### config.mk
export PLATFORM = sky130hd
export DESIGN_NAME = apb3_master
export DESIGN_NICKNAME = d
export VERILOG_FILES = /design/src/rtl/apb_bridge_pkg.sv /design/src/rtl/apb_wait_timer.sv /design/src/rtl/apb3_master.sv
export SDC_FILE = /design/constraint.sdc
export NUM_CORES = 1
export LEC_CHECK = 0
export CAP_MARGIN = 20
export CELL_PAD_IN_SITES_DETAIL_PLACEMENT = 1
export CELL_PAD_IN_SITES_GLOBAL_PLACEMENT = 1
export CORE_UTILIZATION = 30
export DETAILED_ROUTE_END_ITERATION = 7
export GPL_ROUTABILITY_DRIVEN = 0
export PLACE_DENSITY = 0.83
export SYNTH_ARGS = -nofsm -noshare
export SYNTH_HDL_FRONTEND = slang
export SYNTH_SLANG_ARGS = --single-unit
### constraint.sdc
create_clock -name ACLK -period 4.7 [get_ports ACLK]
set_input_delay 0.94 -clock ACLK [delete_from_list [all_inputs] [get_ports ACLK]]
set_output_delay 0.94 -clock ACLK [all_outputs]
set_load 0.005 [all_outputs]
### src/rtl/apb_bridge_pkg.sv
// Shared types and response codes for the AXI4-Lite-to-APB3 bridge.
// The AXI front end imports the same RESP_* constants.
package apb_bridge_pkg;

  typedef enum logic [1:0] {
    IDLE   = 2'd0,
    SETUP  = 2'd1,
    ACCESS = 2'd2,
    RESP   = 2'd3
  } apb_state_t;

  localparam logic [1:0] RESP_OKAY   = 2'b00;
  localparam logic [1:0] RESP_SLVERR = 2'b10;

endpackage

### src/rtl/apb_wait_timer.sv
// Wait-state counter for the APB ACCESS phase: clear, increment, and a
// terminal flag raised when the count reaches TIMEOUT-1.
module apb_wait_timer #(
  parameter int TIMEOUT = 16
) (
  input  logic                       ACLK,
  input  logic                       ARESET,
  input  logic                       clear,
  input  logic                       inc,
  output logic [$clog2(TIMEOUT)-1:0] count,
  output logic                       terminal
);

  localparam int CW = $clog2(TIMEOUT);

  assign terminal = (count == CW'(TIMEOUT - 1));

  // Saturates at the terminal count; the master aborts there anyway.
  always_ff @(posedge ACLK or posedge ARESET) begin
    if (ARESET) begin
      count <= '0;
    end else if (clear) begin
      count <= '0;
    end else if (inc && !terminal) begin
      count <= count + 1'b1;
    end
  end

endmodule

### src/rtl/apb3_master.sv
// APB3 master stage of the bridge: one request at a time, SETUP/ACCESS
// transfer with PREADY wait states, PSLVERR and a bounded wait timeout.
module apb3_master
  import apb_bridge_pkg::*;
#(
  parameter int ADDRESS    = 32,
  parameter int DATA_WIDTH = 32,
  parameter int TIMEOUT    = 16
) (
  input  logic                  ACLK,
  input  logic                  ARESET,
  input  logic                  REQ_VALID,
  output logic                  REQ_READY,
  input  logic                  REQ_WRITE,
  input  logic [ADDRESS-1:0]    REQ_ADDR,
  input  logic [DATA_WIDTH-1:0] REQ_WDATA,
  output logic                  RSP_VALID,
  input  logic                  RSP_READY,
  output logic [DATA_WIDTH-1:0] RSP_RDATA,
  output logic [1:0]            RSP_RESP,
  output logic [ADDRESS-1:0]    PADDR,
  output logic                  PSEL,
  output logic                  PENABLE,
  output logic                  PWRITE,
  output logic [DATA_WIDTH-1:0] PWDATA,
  input  logic [DATA_WIDTH-1:0] PRDATA,
  input  logic                  PREADY,
  input  logic                  PSLVERR,
  output apb_state_t            dbg_state
);

  // Handshake rule on both ports: a transfer happens on the rising ACLK edge
  // where valid and ready are both high; valid never waits on ready, and
  // REQ_READY/RSP_VALID are pure state decodes with no input dependency.

  apb_state_t                   state;
  logic                         wait_clear;
  logic                         wait_inc;
  logic                         wait_tc;
  logic [$clog2(TIMEOUT)-1:0]   wait_count;

  assign REQ_READY = (state == IDLE);
  assign PSEL      = (state == SETUP) || (state == ACCESS);
  assign PENABLE   = (state == ACCESS);
  assign RSP_VALID = (state == RESP);
  assign dbg_state = state;

  assign wait_clear = (state == SETUP);
  assign wait_inc   = (state == ACCESS) && !PREADY;

  apb_wait_timer #(
    .TIMEOUT (TIMEOUT)
  ) u_wait_timer (
    .ACLK     (ACLK),
    .ARESET   (ARESET),
    .clear    (wait_clear),
    .inc      (wait_inc),
    .count    (wait_count),
    .terminal (wait_tc)
  );

  always_ff @(posedge ACLK or posedge ARESET) begin
    if (ARESET) begin
      state     <= IDLE;
      PADDR     <= '0;
      PWRITE    <= 1'b0;
      PWDATA    <= '0;
      RSP_RDATA <= '0;
      RSP_RESP  <= RESP_OKAY;
    end else begin
      case (state)
        IDLE: begin
          if (REQ_VALID) begin
            PADDR  <= REQ_ADDR;
            PWRITE <= REQ_WRITE;
            PWDATA <= REQ_WRITE ? REQ_WDATA : '0;
            state  <= SETUP;
          end
        end
        SETUP: begin
          state <= ACCESS;
        end
        ACCESS: begin
          // A completion on the terminal-count cycle beats the timeout.
          if (PREADY) begin
            RSP_RESP  <= PSLVERR ? RESP_SLVERR : RESP_OKAY;
            RSP_RDATA <= (!PWRITE && !PSLVERR) ? PRDATA : '0;
            state     <= RESP;
          end else if (wait_tc) begin
            RSP_RESP  <= RESP_SLVERR;
            RSP_RDATA <= '0;
            state     <= RESP;
          end
        end
        RESP: begin
          if (RSP_READY) begin
            RSP_RESP  <= RESP_OKAY;
            RSP_RDATA <= '0;
            state     <= IDLE;
          end
        end
        default: begin
          state <= IDLE;
        end
      endcase
    end
  end

endmodule

Word-level counts from Yosys, hierarchy flattened --
Index checks and enable logic that the tools add are counted.
Operators by class: add/subtract/negate cells 1, multiply operators 0, divide/modulo/power cells 0, order comparisons 0, eq/ne operators 7, shift-type cells 0, muxes and demuxes 17, bitwise logic cells 0, reductions and logical operators 14
Operators with widths (number):
- $mux 32 | 5
- $pmux 32 s2 | 1
- $mux 2 | 7
- $mux 4 | 2
- $pmux 2 s4 | 1
- $reduce_and 3->1 | 2
- $add 4x1->4 const B | 1
- $eq 2x2->1 const B | 2
- $eq 4x4->1 const B | 1
- $logic_not 1->1 | 4
- $pmux 2 s2 | 1
- $reduce_bool 2->1 | 2
- $logic_and 1x1->1 | 3
- $ne 3x1->1 const B | 1
- $eq 2x1->1 const B | 1
- $logic_not 2->1 | 1
- $ne 2x1->1 const B | 1
- $ne 2x2->1 const B | 1
- $reduce_and 2->1 | 1
- $logic_or 1x1->1 | 1
Word-level totals: flip-flop bits (word level) 105, latch bits 0, RAM bits 0, memory bits (read-only) 0, bits of input ports 103, output and inout bits 105, logic and storage cells 46, memories 0

Longest topological paths before layout --
Gate-level depths: netlist of run 1.
word-level depth 5, depth in mapped cells 7, gate-level depth less buffers 5

Cells and area by module --
From an unflattened synthesis of run 1, not the netlist that was laid out.
Second synthesis, totals: cell total of the unflattened synthesis 389, area total of the unflattened synthesis 4375.4 um^2
By module, submodules not included:
- apb3_master | times used 1, cells an instance 368, area an instance 4142.7 um^2, seq. area each 2502.4 um^2
- apb_wait_timer | times used 1, cells an instance 21, area an instance 232.7 um^2, seq. area each 100.1 um^2

Worst setup path after synthesis of run 1 --
No wires, ideal clock.
path type input to register, start point input PREADY, end point register RSP_RDATA[0], library setup time 0.079 ns, data arrival time 1.883 ns, path slack 2.737 ns, stages on the path 4, buffers on the path 1, cell sequence and2b_4 a211oi_4 buf_8 mux2i_1
On the way: cells in the longest elaborated chain, start to end 2, elaborated cells between the ends (all ways) 4, those cells by class eq/ne (1); mux (2); reduce/logical (1)
Ends and longest elaborated chain:
- from (decl) | line apb3_master.sv:27 | input logic PREADY,
- $ne 3x1->1 (no source line) / $mux 32 (equally long branches)
- $reduce_and 3->1 (no source line) / $pmux 32 s2 (equally long branches)
- to (signal assigned) | line apb3_master.sv:87 | RSP_RDATA <= (!PWRITE && !PSLVERR) ? PRDATA : '0;
- to (decl) | line apb3_master.sv:19 | output logic [DATA_WIDTH-1:0] RSP_RDATA,
Several ways; a longest one is shown, not always the timed one. A chain may end at the register's enable or synchronous reset.

Worst setup path after layout of run 1 --
start point register state[0] (netlist: dbg_state[0]), end point output REQ_READY
On the way: cells in the longest elaborated chain, start to end 1
Ends and longest elaborated chain:
- from (decl) | line apb3_master.sv:36 | apb_state_t state;
- from (signal assigned) | line apb3_master.sv:64 | state <= IDLE;
- from (signal assigned) | line apb3_master.sv:77 | state <= SETUP;
- from (signal assigned) | line apb3_master.sv:81 | state <= ACCESS;
- $logic_not 2->1 | line apb3_master.sv:42 | assign REQ_READY = (state == IDLE);
- to (decl) | line apb3_master.sv:13 | output logic REQ_READY,
Every way passes these cells.

==> results.md, run 1 <==
* Status: completed
* Crit-path max FO at 5
* Vias in the first global route at 3934
* Diodes inserted at 0
* Total grt overflow at 0
* Setup violations, final at 0
* Crit Path Category: flop to output pin
* Critical-path top delay cell: clkdlybuf4s50_1
* DP Worst Slack at 1.876 ns
* Initial antenna violation count at 0
* Worst Path Required at 3.76 ns
* Worst-Skew Late Latency at ~0.36 ns
* # H-tree levels at 3
* Pwr per Cell Area at 590.9 nW/µm²
* CP arrival at 1.72 ns
* M2 GR Usage at between 30% and 40%
* VDD IR max at 0.2938 mV
* DP HPWL at 9230 µm
* Worst path top cell family by delay: buffers and inverters
* Largest net degree at the start of global routing at 98
* DRT Wirelength at 12730 µm
* CTS Root Cell: clkbuf_16
* Met3 Usage GRT at between 7 and 8%
* Hold buffer count at cts at 0
* TritonRoute pass-1 iters at 4
* # resized after CTS at 0
* Reg-to-reg startpoint: dbg_state[0]
* Slew margin rel. at 34.26%
* Leak at 0.002938 µW
* R2r setup slk at 2.58 ns
* Initial core utilization at 31.09%
* Sequential share of the synthesized area at 59.62%
* Yosys reg bits at 104
* Synthesized area at about 4400 µm²
* Final Skew at 0.01270 ns
* Gr usage total at 17.40%
* Syn_area_per_cell at 11.16 µm²
* CTS Buf Count at 9
* R2R cell count at 4
* Tcrit/Tclk final at 56.65%
* Post-Synthesis Cells at 391
* Worst Hold Class: flop to flop
* First-iteration detailed-routing DRC count at between 100 and 150
* Critical path depth at 3
* Max-slew violations at 0
* Wirelength per Cell at roughly 16 µm
* Worst path cell trace: inv_1, ha_1, clkdlybuf4s50_1
* End point of the critical path: REQ_READY
* Syn-to-layout area delta at 57.67%
* Crit-path max cell delay at about 0.55 ns
* Fin nets at 700
* Routing usage on met1 at 18.36%
* Vias/cell at 4.533
* Final-report hold violation count at 0
* Global-route wire length before repair at roughly 20000 µm
* Longest Clk Path Bufs at 2
* Die W at 122.6 µm
* I/O pins at 208
* Postcts setup bufs at 0
* Total negative slack at 0 ns
* Synth unique cells at 28
* Buffers on Ports at 206
* RSZ-0062 raised after global routing: no
* Critical Path End Type: output pin
* Maximum capacitance violations at 0
* Proportion of layout cells with a drive suffix above 1 at 10.22%
* Via count at about 3.5k
* Buffers & Inverters on Critical Path at 2
* Yosys warns at 0
* Worst-Margin Slew at between 0.9 and 1 ns
* Synth Net Count at ~500
* Startpoint Class: flop
* Clock slew seen by the registers of the worst setup and hold paths at 0.07 ns
* CORE AREA at 14040 µm²
* Grt peak-use layer: met2
* CTS tree: built
* Slack of the critical path at 2.037 ns
* Post-route ant nets at 0
* Sinks on Clock Net at 104
* R2r endpoint: PADDR[25]
* FP Rows at 43
* Critical path launch point: dbg_state[0]
* Highest clock rate at roughly 380 MHz
* Die Y at 122.6 µm
* Full die area at 15040 µm²
* DRC at 0
* Min Tclk post-route at 2.663 ns
-- registers in the layout (all words and copies together), names as in the netlist --
register	cells
PADDR	32
RSP_RESP	1
dbg_state	2
PWDATA	32
PWRITE	1
RSP_RDATA	32
u_wait_timer.count	4
-- layout by cell type (no fill, tap or decap), types with 2 or more instances in the layout --
| cell | synthesis | final |
|---|---|---|
| inv_1 | 39 | 38 |
| o311ai_0 | 2 | 2 |
| o41ai_1 | 2 | 2 |
| nand2b_1 | 2 | 2 |
| dfrtp_1 | 104 | 104 |
| clkdlybuf4s50_1 | 0 | 206 |
| inv_6 | 0 | 3 |
| nand2_1 | 97 | 96 |
| o21ai_0 | 35 | 35 |
| mux2_2 | 34 | 34 |
| nand3_1 | 4 | 4 |
| ha_1 | 5 | 5 |
| clkbuf_16 | 0 | 9 |
| clkinv_2 | 0 | 3 |
| a21oi_1 | 2 | 2 |
| buf_4 | 1 | 3 |
| mux2i_1 | 32 | 32 |
-- how the worst min path moves through the flow --
stage	startpoint	end	slack, ns	depth (start not counted)
finish	PWDATA[11]	PWDATA[11]	0.48	2
global route	PWDATA[8]	PWDATA[8]	0.51	2
CTS	PWDATA[8]	PWDATA[8]	0.49	2
detailed placement	PWDATA[8]	PWDATA[8]	0.47	2
global placement	PWDATA[28]	PWDATA[28]	0.46	2
floorplan	PWDATA[0]	PWDATA[0]	0.47	2
-- layer usage --
layer  vias to the layer above  wire (µm)
li1                       1661          -
met1                      1719       4802
met2                       125       6607
met3                        17       1105
met4                         0        214
met5                         -          0
-- report_power, final --
group          total (µW)  internal [µW]  switching [µW]
registers            1510           1280             225
clock network         719            363             356
logic                1840           1130             711
-- Yosys cell counts (all sizes together) --
cell / count / share of area, %
and2b: 1 / 0.23
conb: 1 / 0.086
dfrtp: 104 / 60
nor4b: 1 / 0.34
o311ai: 2 / 0.40
or3: 1 / 0.14
o32a: 1 / 0.23
clkbuf: 11 / 0.95
ha: 5 / 1.4
nand2: 97 / 8.3
o41ai: 2 / 0.40
nand2b: 2 / 0.29
a211oi: 1 / 0.46
mux2i: 32 / 7.3
nor2: 1 / 0.086
nand3: 5 / 0.69
o2111ai: 1 / 0.20
mux2: 34 / 8.8
a21oi: 2 / 0.23
inv: 39 / 3.4
a221oi: 1 / 0.20
nor2b: 1 / 0.14
o21ai: 35 / 4.0
and3: 1 / 0.17
buf: 10 / 1.9
-- layout make-up --
| cell class | instances | area, µm² |
|---|---|---|
| clock buffers | 10 | 229.0 |
| clock inverters | 6 | 41.29 |
| fillers | 1554 | 7159 |
| inverters | 39 | 148.9 |
| multi-input cells | 227 | 1509 |
| flip-flops and latches | 104 | 2603 |
| well taps | 180 | 225.2 |
| repair buffers | 211 | 2127 |
-- worst register-to-register path, cell delays in order, from the launching register on --
cell and delay (ns):
dfrtp_1 0.42, inv_1 0.09, ha_1 0.29, nand2_4 0.71, mux2_2 0.50
-- logic make-up (layout without fill, tap and decap cells) --
group                      after synthesis  count (layout)  synth area share [%]
muxes                                   66              66                 16.11
buffers and inverters                   60             266                 6.191
other                                    1               1               0.08590
AOI/OAI and AO/OA                       45              45                 6.134
and+or+nand+nor                        110             110                 10.43
adders and majority gates                5               5                 1.433
DFF                                    104             104                 59.62
-- per-stage QoR --
| stage | power [µW] | cell area (µm²) | std cells | util (%) | hold slack [ns] |
|---|---|---|---|---|---|
| 6_report | 4067 | 6883 | 777 | 49.02 | 0.4812 |
| 5_1_grt | 4343 | 6883 | 777 | 49.02 | 0.5060 |
| 3_5_place_dp | 3393 | 6570 | 759 | 46.79 | 0.4686 |
| 3_3_place_gp | 3288 | 6570 | 759 | 46.79 | 0.4616 |
| 4_1_cts | 4140 | 6840 | 775 | 48.71 | 0.4851 |
| 2_1_floorplan | 2301 | 4365 | 391 | - | 0.4733 |
No activity file was read; power rests on OpenSTA's default activity.
==> run 2: changes to the inputs <==
==> constraint.sdc (replaced) <==
create_clock -name ACLK -period 2.5 [get_ports ACLK]
set_input_delay 0.5 -clock ACLK [delete_from_list [all_inputs] [get_ports ACLK]]
set_output_delay 0.5 -clock ACLK [all_outputs]
set_load 0.005 [all_outputs]
==> run 2 against run 1 <==
Critical endpoint is now PENABLE. Die area stayed put. Critical path depth stayed put. Power up 94%. Final area is 1.3% higher. Global-route usage shrank 0.28 points. Clock power grew 110%. Largest power group unchanged. Worst setup slack got worse by 1.8 ns. Sequential cell count unchanged. Sequential power rose by 87%. Via count grew 0.26%. Cell count up 0.26%. Highest routed layer unchanged. Routed wire length down 2.0%.
==> results.md, run 2 (synthesis results as in run 1) <==
* Full die area at roughly 15000 µm²
* Via count at 3531
* I/O pins at 208
* Status: completed
* Die W at 122.6 µm
* Highest clock rate at 445.2 MHz
* DP Cell Count at 763
* FP Rows at 43
* Hold buffer count at cts at 0
* Crit-path max FO at 6
* Proportion of layout cells with a drive suffix above 1 at 10.52%
* Syn-to-layout area delta at 59.76%
* Startpoint Class: flop
* Largest regs: PADDR (32), PWDATA (32), RSP_RDATA (32)
* # resized after CTS at 0
* CTS Root Cell: clkbuf_16
* Postcts setup bufs at 0
* Critical Path End Type: output pin
* Gr usage total at ~17%
* DP HPWL at 9377 µm
* Initial antenna violation count at 0
* Crit Path Category: flop to output pin
* Global-route wire length before repair at 19630 µm
* Initial core utilization at 31.09%
* Max-slew violations at 0
* Maximum capacitance violations at 0
* Diodes inserted at 0
* # H-tree levels at 3
* CP arrival at ~1.8 ns
* Tcrit/Tclk final at 89.84%
* Worst Hold Class: flop to flop
* Fin nets at ~700
* DRC at 0
* Clock slew seen by the registers of the worst setup and hold paths at 0.07 ns
* Sinks on Clock Net at 104
* Post-route ant nets at 0
* Total negative slack at 0 ns
* Die Y at 122.6 µm
* DRT Wirelength at 12480 µm
* First-iteration detailed-routing DRC count at 84
* Vias in the first global route at 3917
* VDD IR max at approximately 0.41 mV
* Largest net degree at the start of global routing at 76
* Vias/cell at 4.533
* Commonest non-fill, non-tap cell in the layout: clkdlybuf4s50_1
* Final-report hold violation count at 0
* Buffers on Ports at 206
* Pwr per Cell Area at 1129 nW/µm²
* Leak at 0.002965 µW
* Wirelength per Cell at 16.02 µm
* Worst Path Required at 2.00 ns
* Min Tclk post-route at 2.246 ns
* CTS Buf Count at 9
* Post-layout util at 49.67%
* CORE AREA at around 14000 µm²
* Post-route cell area at 6974 µm²
* CTS tree: built
* Final Skew at just under 0.007 ns
* Most frequent cells in the layout: clkdlybuf4s50_1 (206), dfrtp_1 (104), nand2_1 (96)
* Longest Clk Path Bufs at 2
* Worst-Skew Late Latency at 0.34 ns
* Fin cells at between 700 and 800
* Final hold slack at 0.4795 ns
* Dpl cell area at about 6700 µm²
* TritonRoute pass-1 iters at 4
* RSZ-0062 raised after global routing: no
* Total grt overflow at 0
* Setup violations, final at 0
-- run 2: changes by cell type in the layout (fill, tap and decap cells not counted), moves of 2 or more --
cell	previous run	this run
buf_12	0	4
clkinvlp_4	0	3
inv_6	3	0
bufinv_16	0	2
clkinv_2	3	1
-- run 2: final timing paths --
| kind | depth (start not counted) | from | slack [ns] | endpoint |
|---|---|---|---|---|
| max | 3 | dbg_state[0] | 0.25 | PENABLE |
| min | 2 | PWDATA[26] | 0.48 | PWDATA[26] |
| max reg2reg | 6 | dbg_state[0] | 0.58 | RSP_RDATA[28] |
| min reg2reg | 2 | PWDATA[26] | 0.48 | PWDATA[26] |
| max in group asynchronous | 3 | ARESET | 1.57 | PWDATA[1] |
| min in group asynchronous | 3 | ARESET | 0.61 | RSP_RDATA[3] |
-- run 2: power breakdown --
part           internal [µW]  switching [µW]  leakage, µW
combinational           2170            1350      0.00147
sequential              2410             415      0.00134
clock                    904             624     0.000152
-- run 2: cell type report --
cell class | instances | area (µm²)
clock buffers | 11 | 242.7
clock inverters | 5 | 80.08
fillers | 1494 | 7068
inverters | 39 | 150.1
multi-input cells | 227 | 1509
flip-flops and latches | 104 | 2603
well taps | 180 | 225.2
repair buffers | 213 | 2165
-- run 2: metal layers --
layer	wire length [µm]	global-route usage, %	up-vias
met5	0	0	-
met3	1113	6.041	12
met4	194	6.326	0
met2	6395	30.02	130
li1	-	-	1670
met1	4777	18.95	1719
-- run 2: worst max-delay path, stage by stage (launching register included) --
cell and delay (ns):
dfrtp_1 0.43, inv_1 0.11, ha_1 0.30, clkdlybuf4s50_1 0.56
-- run 2: stage by stage --
step           setup slack (ns)  total power (µW)
6_report                 0.2539              7873
5_1_grt                  0.1914              8388
4_1_cts                  0.2393              7997
3_5_place_dp             0.3587              6428
3_3_place_gp             0.4261              6253
2_1_floorplan            0.7348              4326
